File: src/rtl/gray_stream_tx.sv
`default_nettype none
// ============================================================================
// Module   : gray_stream_tx
// Purpose  : Streams NUM_PIXELS gray values from a sync-read ROM as one
//            gap-free gray_valid burst, followed by a guaranteed low gap.
//            Optional range checker enabled by GRAY_STREAM_RANGE_CHECK_EN.
// Revision : 1.0 - initial release
// ============================================================================
module gray_stream_tx #(
    parameter int NUM_PIXELS = 100,
    parameter int ADDR_W     = 7,
    parameter int GAP        = 1
) (
    input  logic              clk,
    input  logic              reset,
    input  logic              start,
    output logic              busy,
    output logic              done,
    output logic              rom_rd,
    output logic [ADDR_W-1:0] rom_addr,
    input  logic [7:0]        rom_q,
    output logic              gray_valid,
    output logic [7:0]        gray_data,
    output logic              range_err
);

    localparam int CNT_W = 7;
    localparam int GAP_W = (GAP < 2) ? 1 : $clog2(GAP);

    typedef enum logic [1:0] {
        S_IDLE   = 2'd0,
        S_FETCH  = 2'd1,
        S_STREAM = 2'd2,
        S_GAP    = 2'd3
    } state_t;

    state_t             r_state;
    state_t             w_state_nxt;
    logic [CNT_W-1:0]   r_issue_cnt;
    logic [CNT_W-1:0]   r_out_cnt;
    logic [GAP_W-1:0]   r_gap_cnt;
    logic               r_q_valid;
    logic               r_gray_valid;
    logic [7:0]         r_gray_data;
    logic               w_rom_rd;
    logic               w_last_pix;
    logic               w_gap_last;

    // Issue count doubles as the ROM address; it stops at NUM_PIXELS, never wraps.
    assign w_rom_rd   = (r_state == S_FETCH) ||
                        ((r_state == S_STREAM) && (r_issue_cnt < CNT_W'(NUM_PIXELS)));
    assign w_last_pix = r_gray_valid && (r_out_cnt == CNT_W'(NUM_PIXELS - 1));
    assign w_gap_last = (r_state == S_GAP) && (r_gap_cnt == GAP_W'(GAP - 1));

    always_ff @(posedge clk) begin
        if (reset) begin
            r_state <= S_IDLE;
        end else begin
            r_state <= w_state_nxt;
        end
    end

    always_comb begin
        w_state_nxt = r_state;
        case (r_state)
            S_IDLE:   if (start)      w_state_nxt = S_FETCH;
            S_FETCH:                  w_state_nxt = S_STREAM;
            S_STREAM: if (w_last_pix) w_state_nxt = S_GAP;
            S_GAP:    if (w_gap_last) w_state_nxt = S_IDLE;
            default:                  w_state_nxt = S_IDLE;
        endcase
    end

    always_ff @(posedge clk) begin
        if (reset) begin
            r_issue_cnt  <= '0;
            r_out_cnt    <= '0;
            r_gap_cnt    <= '0;
            r_q_valid    <= 1'b0;
            r_gray_valid <= 1'b0;
            r_gray_data  <= 8'd0;
        end else begin
            if (r_state == S_IDLE) begin
                r_issue_cnt <= '0;
            end else if (w_rom_rd) begin
                r_issue_cnt <= r_issue_cnt + 1'b1;
            end

            if (r_state == S_IDLE) begin
                r_out_cnt <= '0;
            end else if (r_gray_valid) begin
                r_out_cnt <= r_out_cnt + 1'b1;
            end

            if (r_state != S_GAP) begin
                r_gap_cnt <= '0;
            end else begin
                r_gap_cnt <= r_gap_cnt + 1'b1;
            end

            // Two-stage latency: address -> rom_q -> gray_data.
            r_q_valid    <= w_rom_rd;
            r_gray_valid <= r_q_valid;
            r_gray_data  <= r_q_valid ? rom_q : 8'd0;
        end
    end

    assign busy       = (r_state != S_IDLE);
    assign done       = w_gap_last;
    assign rom_rd     = w_rom_rd;
    assign rom_addr   = w_rom_rd ? ADDR_W'(r_issue_cnt) : '0;
    assign gray_valid = r_gray_valid;
    assign gray_data  = r_gray_data;

`ifdef GRAY_STREAM_RANGE_CHECK_EN
    logic r_range_err;

    always_ff @(posedge clk) begin
        if (reset) begin
            r_range_err <= 1'b0;
        end else if ((r_state == S_IDLE) && start) begin
            r_range_err <= 1'b0;
        end else if (r_gray_valid && ((r_gray_data == 8'd0) || (r_gray_data > 8'd6))) begin
            r_range_err <= 1'b1;
        end
    end

    assign range_err = r_range_err;
`else
    assign range_err = 1'b0;
`endif

endmodule
`default_nettype wire

File: config.mk
export PLATFORM = sky130hd
export DESIGN_NAME = gray_stream_tx
export DESIGN_NICKNAME = d
export VERILOG_FILES = /design/src/rtl/gray_stream_tx.sv
export SDC_FILE = /design/constraint.sdc
export NUM_CORES = 1
export LEC_CHECK = 0
export ABC_CLOCK_PERIOD_IN_PS = 1990
export CORE_MARGIN = 5
export CORE_UTILIZATION = 47
export DETAILED_ROUTE_END_ITERATION = 10
export GPL_ROUTABILITY_DRIVEN = 0
export PLACE_DENSITY = 0.78
export SLEW_MARGIN = 20
export SYNTH_ARGS = -nofsm -noshare
export SYNTH_HDL_FRONTEND = slang
export SYNTH_SLANG_ARGS = --single-unit
File: constraint.sdc
create_clock -name clk -period 1.99 [get_ports clk]
set_clock_uncertainty 0.05 [all_clocks]
set_input_delay 0.199 -clock clk [delete_from_list [all_inputs] [get_ports clk]]
set_output_delay 0.199 -clock clk [all_outputs]
set_load 0.005 [all_outputs]
* After elaboration in Yosys (flattened, before gate mapping)
Cells that the tools add are included.
Storage, ports and cells: bits in registers 27, input port bits 11
Cells by class: add/subtract/negate cells 3, magnitude comparators 1, equality and inequality tests 8, mux-type cells 5, bitwise gates (word level) 2, reductions and logical operators 10
Operator list (count):
- $add 7x1->7 const B | 2
- $ne 2x2->1 const B | 4
- $pmux 2 s4 | 1
- $eq 7x7->1 const B | 1
- $lt 7x7->1 const B | 1
- $mux 7 | 1
- $mux 2 | 3
- $reduce_or 2->1 | 3
- $eq 2x2->1 const B | 2
- $logic_and 1x1->1 | 3
- $reduce_and 3->1 | 1
- $eq 2x1->1 const B | 1
- $logic_not 2->1 | 1
- $not 1->1 | 2
- $reduce_bool 2->1 | 1
- $add 1x1->1 const B | 1
- $logic_or 1x1->1 | 1

* Logic depth before layout (Yosys ltp)
Gate-level depths: netlist of the first run.
depth in word-level cells 4, gate-level depth with buffers 6

* Worst setup path after synthesis of the first run
Ideal clock, no wire load.
path kind register to register, from reg r_state[0], to reg r_issue_cnt[5], setup time 59 ps, arrival 1495 ps, required time 1881 ps, slack 386 ps, cell stages (with the launch flop) 7, buffers on the path 0, path through dfxtp_1 -> inv_1 -> ha_1 -> a21boi_4 -> o21ai_2 -> or4_1 -> nand2_1
On the way: longest elaborated chain between the ends 3, elaborated cells between the ends (all ways) 6, classes of those cells 2 x eq/ne; 4 x reduce/logical
RTL lines:
- start, declared | RTL line 37 | state_t r_state;
- start signal, assigned | RTL line 59 | r_state <= w_state_nxt;
- $eq 2x2->1 | RTL line 51 | ((r_state == S_STREAM) && (r_issue_cnt < CNT_W'(NUM_PIXELS)));
- $logic_and 1x1->1 | RTL line 51
- $logic_or 1x1->1 | RTL line 50 | assign w_rom_rd = (r_state == S_FETCH) ||
- end signal, assigned | RTL line 86 | r_issue_cnt <= r_issue_cnt + 1'b1;
- end, declared | RTL line 39 | logic [CNT_W-1:0] r_issue_cnt;
Parallel ways exist; a longest one is shown, timed or not. A chain may end at the register's enable or synchronous reset.

* Final worst setup path of the first run
from reg r_state[0], to out busy
On the way: longest elaborated chain between the ends 1
RTL lines:
- $reduce_bool 2->1 | RTL line 108 | assign busy = (r_state != S_IDLE);
- end, declared | RTL line 17 | output logic busy,
No other way between the ends.

==> results of run 1 <==
[sequential cells by signal (all words and copies together), names as in the netlist]
| signal | count |
|---|---|
| r_state | 2 |
| r_gap_cnt | 1 |
| gray_valid | 1 |
| r_q_valid | 1 |
| gray_data | 8 |
| r_issue_cnt | 7 |
| r_out_cnt | 7 |
[power by group]
group          total [uW]  internal, uW  switching [uW]
logic                 621           329             291
clock network         248          77.2             171
registers             651           603            48.9
[kinds of logic after synthesis]
kind of cell | after synthesis
buffers and inverters | 13
other | 1
adder cells (fa/ha/maj) | 7
XOR/XNOR | 7
flip-flops | 27
AND/OR/NAND/NOR | 50
AO/OA/AOI/OAI | 20
multiplexers | 2
[worst max-delay path: stages, from the launching register on]
cell,delay (ns)
sky130_fd_sc_hd__dfxtp_4,0.40
sky130_fd_sc_hd__inv_4,0.04
sky130_fd_sc_hd__buf_4,0.13
sky130_fd_sc_hd__ha_1,0.23
sky130_fd_sc_hd__inv_2,0.06
sky130_fd_sc_hd__clkdlybuf4s50_1,0.49
[cell usage after synthesis]
cell type and count:
sky130_fd_sc_hd__a21boi_4 1, sky130_fd_sc_hd__a2bb2oi_1 1, sky130_fd_sc_hd__clkbuf_1 2, sky130_fd_sc_hd__o311ai_0 1, sky130_fd_sc_hd__o21ai_0 6, sky130_fd_sc_hd__or4_1 1
sky130_fd_sc_hd__nand2_1 6, sky130_fd_sc_hd__nor2_1 12, sky130_fd_sc_hd__nor4_1 1, sky130_fd_sc_hd__buf_4 2, sky130_fd_sc_hd__o2111ai_1 2, sky130_fd_sc_hd__or3_1 4
sky130_fd_sc_hd__nand3_1 1, sky130_fd_sc_hd__a21oi_1 5, sky130_fd_sc_hd__a221oi_1 1, sky130_fd_sc_hd__nand4_1 5, sky130_fd_sc_hd__dfxtp_1 27, sky130_fd_sc_hd__conb_1 1
sky130_fd_sc_hd__and2_1 8, sky130_fd_sc_hd__or2_2 1, sky130_fd_sc_hd__ha_1 7, sky130_fd_sc_hd__xor2_1 6, sky130_fd_sc_hd__nand4b_1 1, sky130_fd_sc_hd__o211ai_1 1
sky130_fd_sc_hd__inv_1 7, sky130_fd_sc_hd__mux2i_1 2, sky130_fd_sc_hd__nor3b_1 1, sky130_fd_sc_hd__buf_2 2, sky130_fd_sc_hd__o311ai_1 1, sky130_fd_sc_hd__xnor2_1 1
sky130_fd_sc_hd__o21ai_2 1, sky130_fd_sc_hd__nor2b_1 9
[repair_timing]
| item | 4_1_cts | 5_1_grt |
|---|---|---|
| setup endpoints to repair | 8 | 11 |
| resized for setup | 23 | 18 |
| pin swaps | 2 | 2 |
| hold buffers | 0 | 0 |
| buffers inserted | 8 | 2 |
[layer usage]
layer	up-vias	GRT usage, %	share of wire, %
met5	-	0	0
met4	0	9.18	1.7
met3	5	4.75	7.2
met2	37	30.7	49
met1	478	16.9	42
li1	513	-	-
[cell type report]
| type | count | area [um2] | share of cell area (%) |
|---|---|---|---|
| clock inverters | 1 | 7.51 | 0.454 |
| flip-flops and latches | 27 | 556 | 33.6 |
| repair buffers | 43 | 367 | 22.2 |
| clock buffers | 3 | 22.5 | 1.36 |
| inverters | 7 | 28.8 | 1.74 |
| multi-input cells | 87 | 636 | 38.4 |
| well taps | 30 | 37.5 | 2.27 |
[through the flow]
step / hold WS [ns] / TNS (ns)
3_5_place_dp: 0.442 / 0
3_3_place_gp: 0.428 / 0
6_report: 0.349 / 0
4_1_cts: 0.338 / 0
2_1_floorplan: 0.271 / 0
5_1_grt: 0.321 / -0.000753
[how the worst max path moves through the flow]
| stage | slack [ns] | start | endpoint | cells after the start |
|---|---|---|---|---|
| floorplan | 0.39 | r_state[0]$_SDFFE_PP0P_ | r_issue_cnt[5]$_SDFFE_PP0P_ | 6 |
| global placement | 0.19 | r_issue_cnt[2]$_SDFFE_PP0P_ | rom_addr[0] | 5 |
| detailed placement | 0.10 | r_state[0]$_SDFFE_PP0P_ | rom_addr[5] | 6 |
| CTS | 0.003 | r_issue_cnt[2]$_SDFFE_PP0P_ | rom_addr[6] | 6 |
| global route | -0.0008 | r_state[0]$_SDFFE_PP0P_ | busy | 5 |
| finish | 0.06 | r_state[0]$_SDFFE_PP0P_ | busy | 5 |
==> reports/results.md, run 1 <==
| Result | This run | Unit |
|:---|:---|:---|
| Max Root-Sink Buffers | 2 | - |
| Number of cell instances on the worst register-to-register path | 7 | - |
| Post-synthesis register bit count | 27 | - |
| Synthesized cell area | 1190 | um2 |
| First-pass iteration count of the detailed router | 4 | - |
| Post-layout net count | 187 | - |
| Compound-gate portion of the synthesized area | 12.0 | % |
| Placed cells | 185 | - |
| Overall routed net length | 2750 | um |
| Antenna cell count | 0 | - |
| Filler-free cell count of the finished design | 198 | - |
| I/O pin cnt | 31 | - |
| Adder-Cell Fraction of Synth Area | 7.38 | % |
| Average vias per placed instance | 5.22 | - |
| DPL Wire Length | 1840 | um |
| Die X-Extent | 60.2 | um |
| Number of buffers inserted during clock tree synthesis | 3 | - |
| Multiplexer share of the synthesized area | 1.69 | % |
| Core area | 2450 | um2 |
| Worst setup slack after placement | 0.105 | ns |
| Overall routing resource usage | 16.8 | % |
| Final critical delay including setup and external delays | 1.93 | ns |
| XOR/XNOR Fraction of Synth Area | 5.17 | % |
| Min setup slack post-route | 0.0634 | ns |
| Area of the die | 3630 | um2 |
| DRC violations left | 0 | - |
| Area added between synthesis and finish | 39.5 | % |
| Layout fillers | 196 | - |
| Post-DP Area | 1520 | um2 |
| Gate Count Post-Synth | 127 | - |
| Clock transition at the registers of the reported paths | 0.15 | ns |
| Syn. warnings | 0 | - |
| Area fraction of the dominant cell type after synthesis | 45.6 | % |
| Outcome | finished clean | - |
| Reg2reg end | r_state[0]$_SDFFE_PP0P_ | - |
| Cell type with the largest total area after synthesis | sky130_fd_sc_hd__dfxtp_1 | - |
| Peak VDD IR | 0.648 | mV |
| Fraction of layout instances using a drive strength above 1 | 23.2 | % |
| Measured slew at the worst slew-check pin | 0.489 | ns |
| Beginning of the worst hold path | rom_q[7] | - |
| Maximum clock rate | 0.519 | GHz |
| Most common library cell in the layout ignoring fill and taps | sky130_fd_sc_hd__dfxtp_1 | - |
| Type of element launching the critical path | register | - |
| Final-report setup violation count | 0 | - |
| Simple-gate area share of the yosys netlist | 22.9 | % |
| Number of cells on the worst hold path | 2 | - |
| Reg2Reg Launch Point | r_state[0]$_SDFFE_PP0P_ | - |
| CTS tree | done | - |
| Clock net sink count | 27 | - |
| Buffers added on ports | 29 | - |
| Most frequent cells in the layout | sky130_fd_sc_hd__dfxtp_1, sky130_fd_sc_hd__clkdlybuf4s50_1, sky130_fd_sc_hd__buf_4 | - |
| Starting DRC count in detailed routing | 43 | - |
| Sink of the worst hold path | gray_data[7]$_SDFF_PP0_ | - |
| Post-synthesis area per instance | 9.34 | um2 |
| First-pass GRT wire length | 4510 | um |
| Final max-slew violation count | 0 | - |
| Cell types occupying the most area after synthesis | sky130_fd_sc_hd__dfxtp_1, sky130_fd_sc_hd__ha_1, sky130_fd_sc_hd__nor2b_1 | - |
| Grt total ovfl | 0 | - |
| Required time worst endpoint | 1.74 | ns |
| Initial standard-cell utilization of the core | 48.3 | % |
| FF-to-FF setup slack | 0.15 | ns |
| Clock root buffer master | sky130_fd_sc_hd__clkbuf_4 | - |
| Via count | 1033 | - |
| Largest family of logic cells by synthesized area | simple AND/OR/NAND/NOR gates | - |
| Routed WL per cell | 13.9 | um |
| Fraction of the yosys area taken by sequential cells | 45.6 | % |
| Category of the critical setup timing path | register to primary output | - |
| Maximum number of pins on one net before global-route repair | 17 | - |
| Number of global-route vias before repair | 1060 | - |
| Die H | 60.2 | um |
| Cell Pwr Density | 919 | nW/um2 |
| Number of antenna violations at the first check in global routing | 0 | - |
| Number of hold-slack violations in the final timing report | 0 | - |
| Number of H-tree branching levels | 1 | - |
| Clock network latency to the later pin of the worst-skew pair | 0.33 | ns |
| Critical path arrival | 1.68 | ns |
| Tightest Hold Check Type | primary input to register | - |
| Nets in the synthesized netlist | 145 | - |
| Fraction of the cycle the final worst path needs | 96.8 | % |
| Synth cell types | 32 | - |
| Post-route design area | 1650 | um2 |
| Relative slew slack | 67.1 | % |
| Final standard cell utilization of the core | 67.4 | % |
| Max_cap viols | 0 | - |
| CP endpoint kind | primary output | - |
| Peak fanout along the critical path | 3 | - |
| Row count | 18 | - |
| Remaining number of nets flagged by the antenna check after routing | 0 | - |
| Final total power | 1520 | uW |
| Leakage power total | 0.000662 | uW |
(Power assumes the default switching activity.)
==> inputs of run 2 (changes only) <==
- SLEW_MARGIN: 20 -> not set
==> results of run 2 <==
Same layout as run 1: the final DEF is identical, and so are final timing and power.
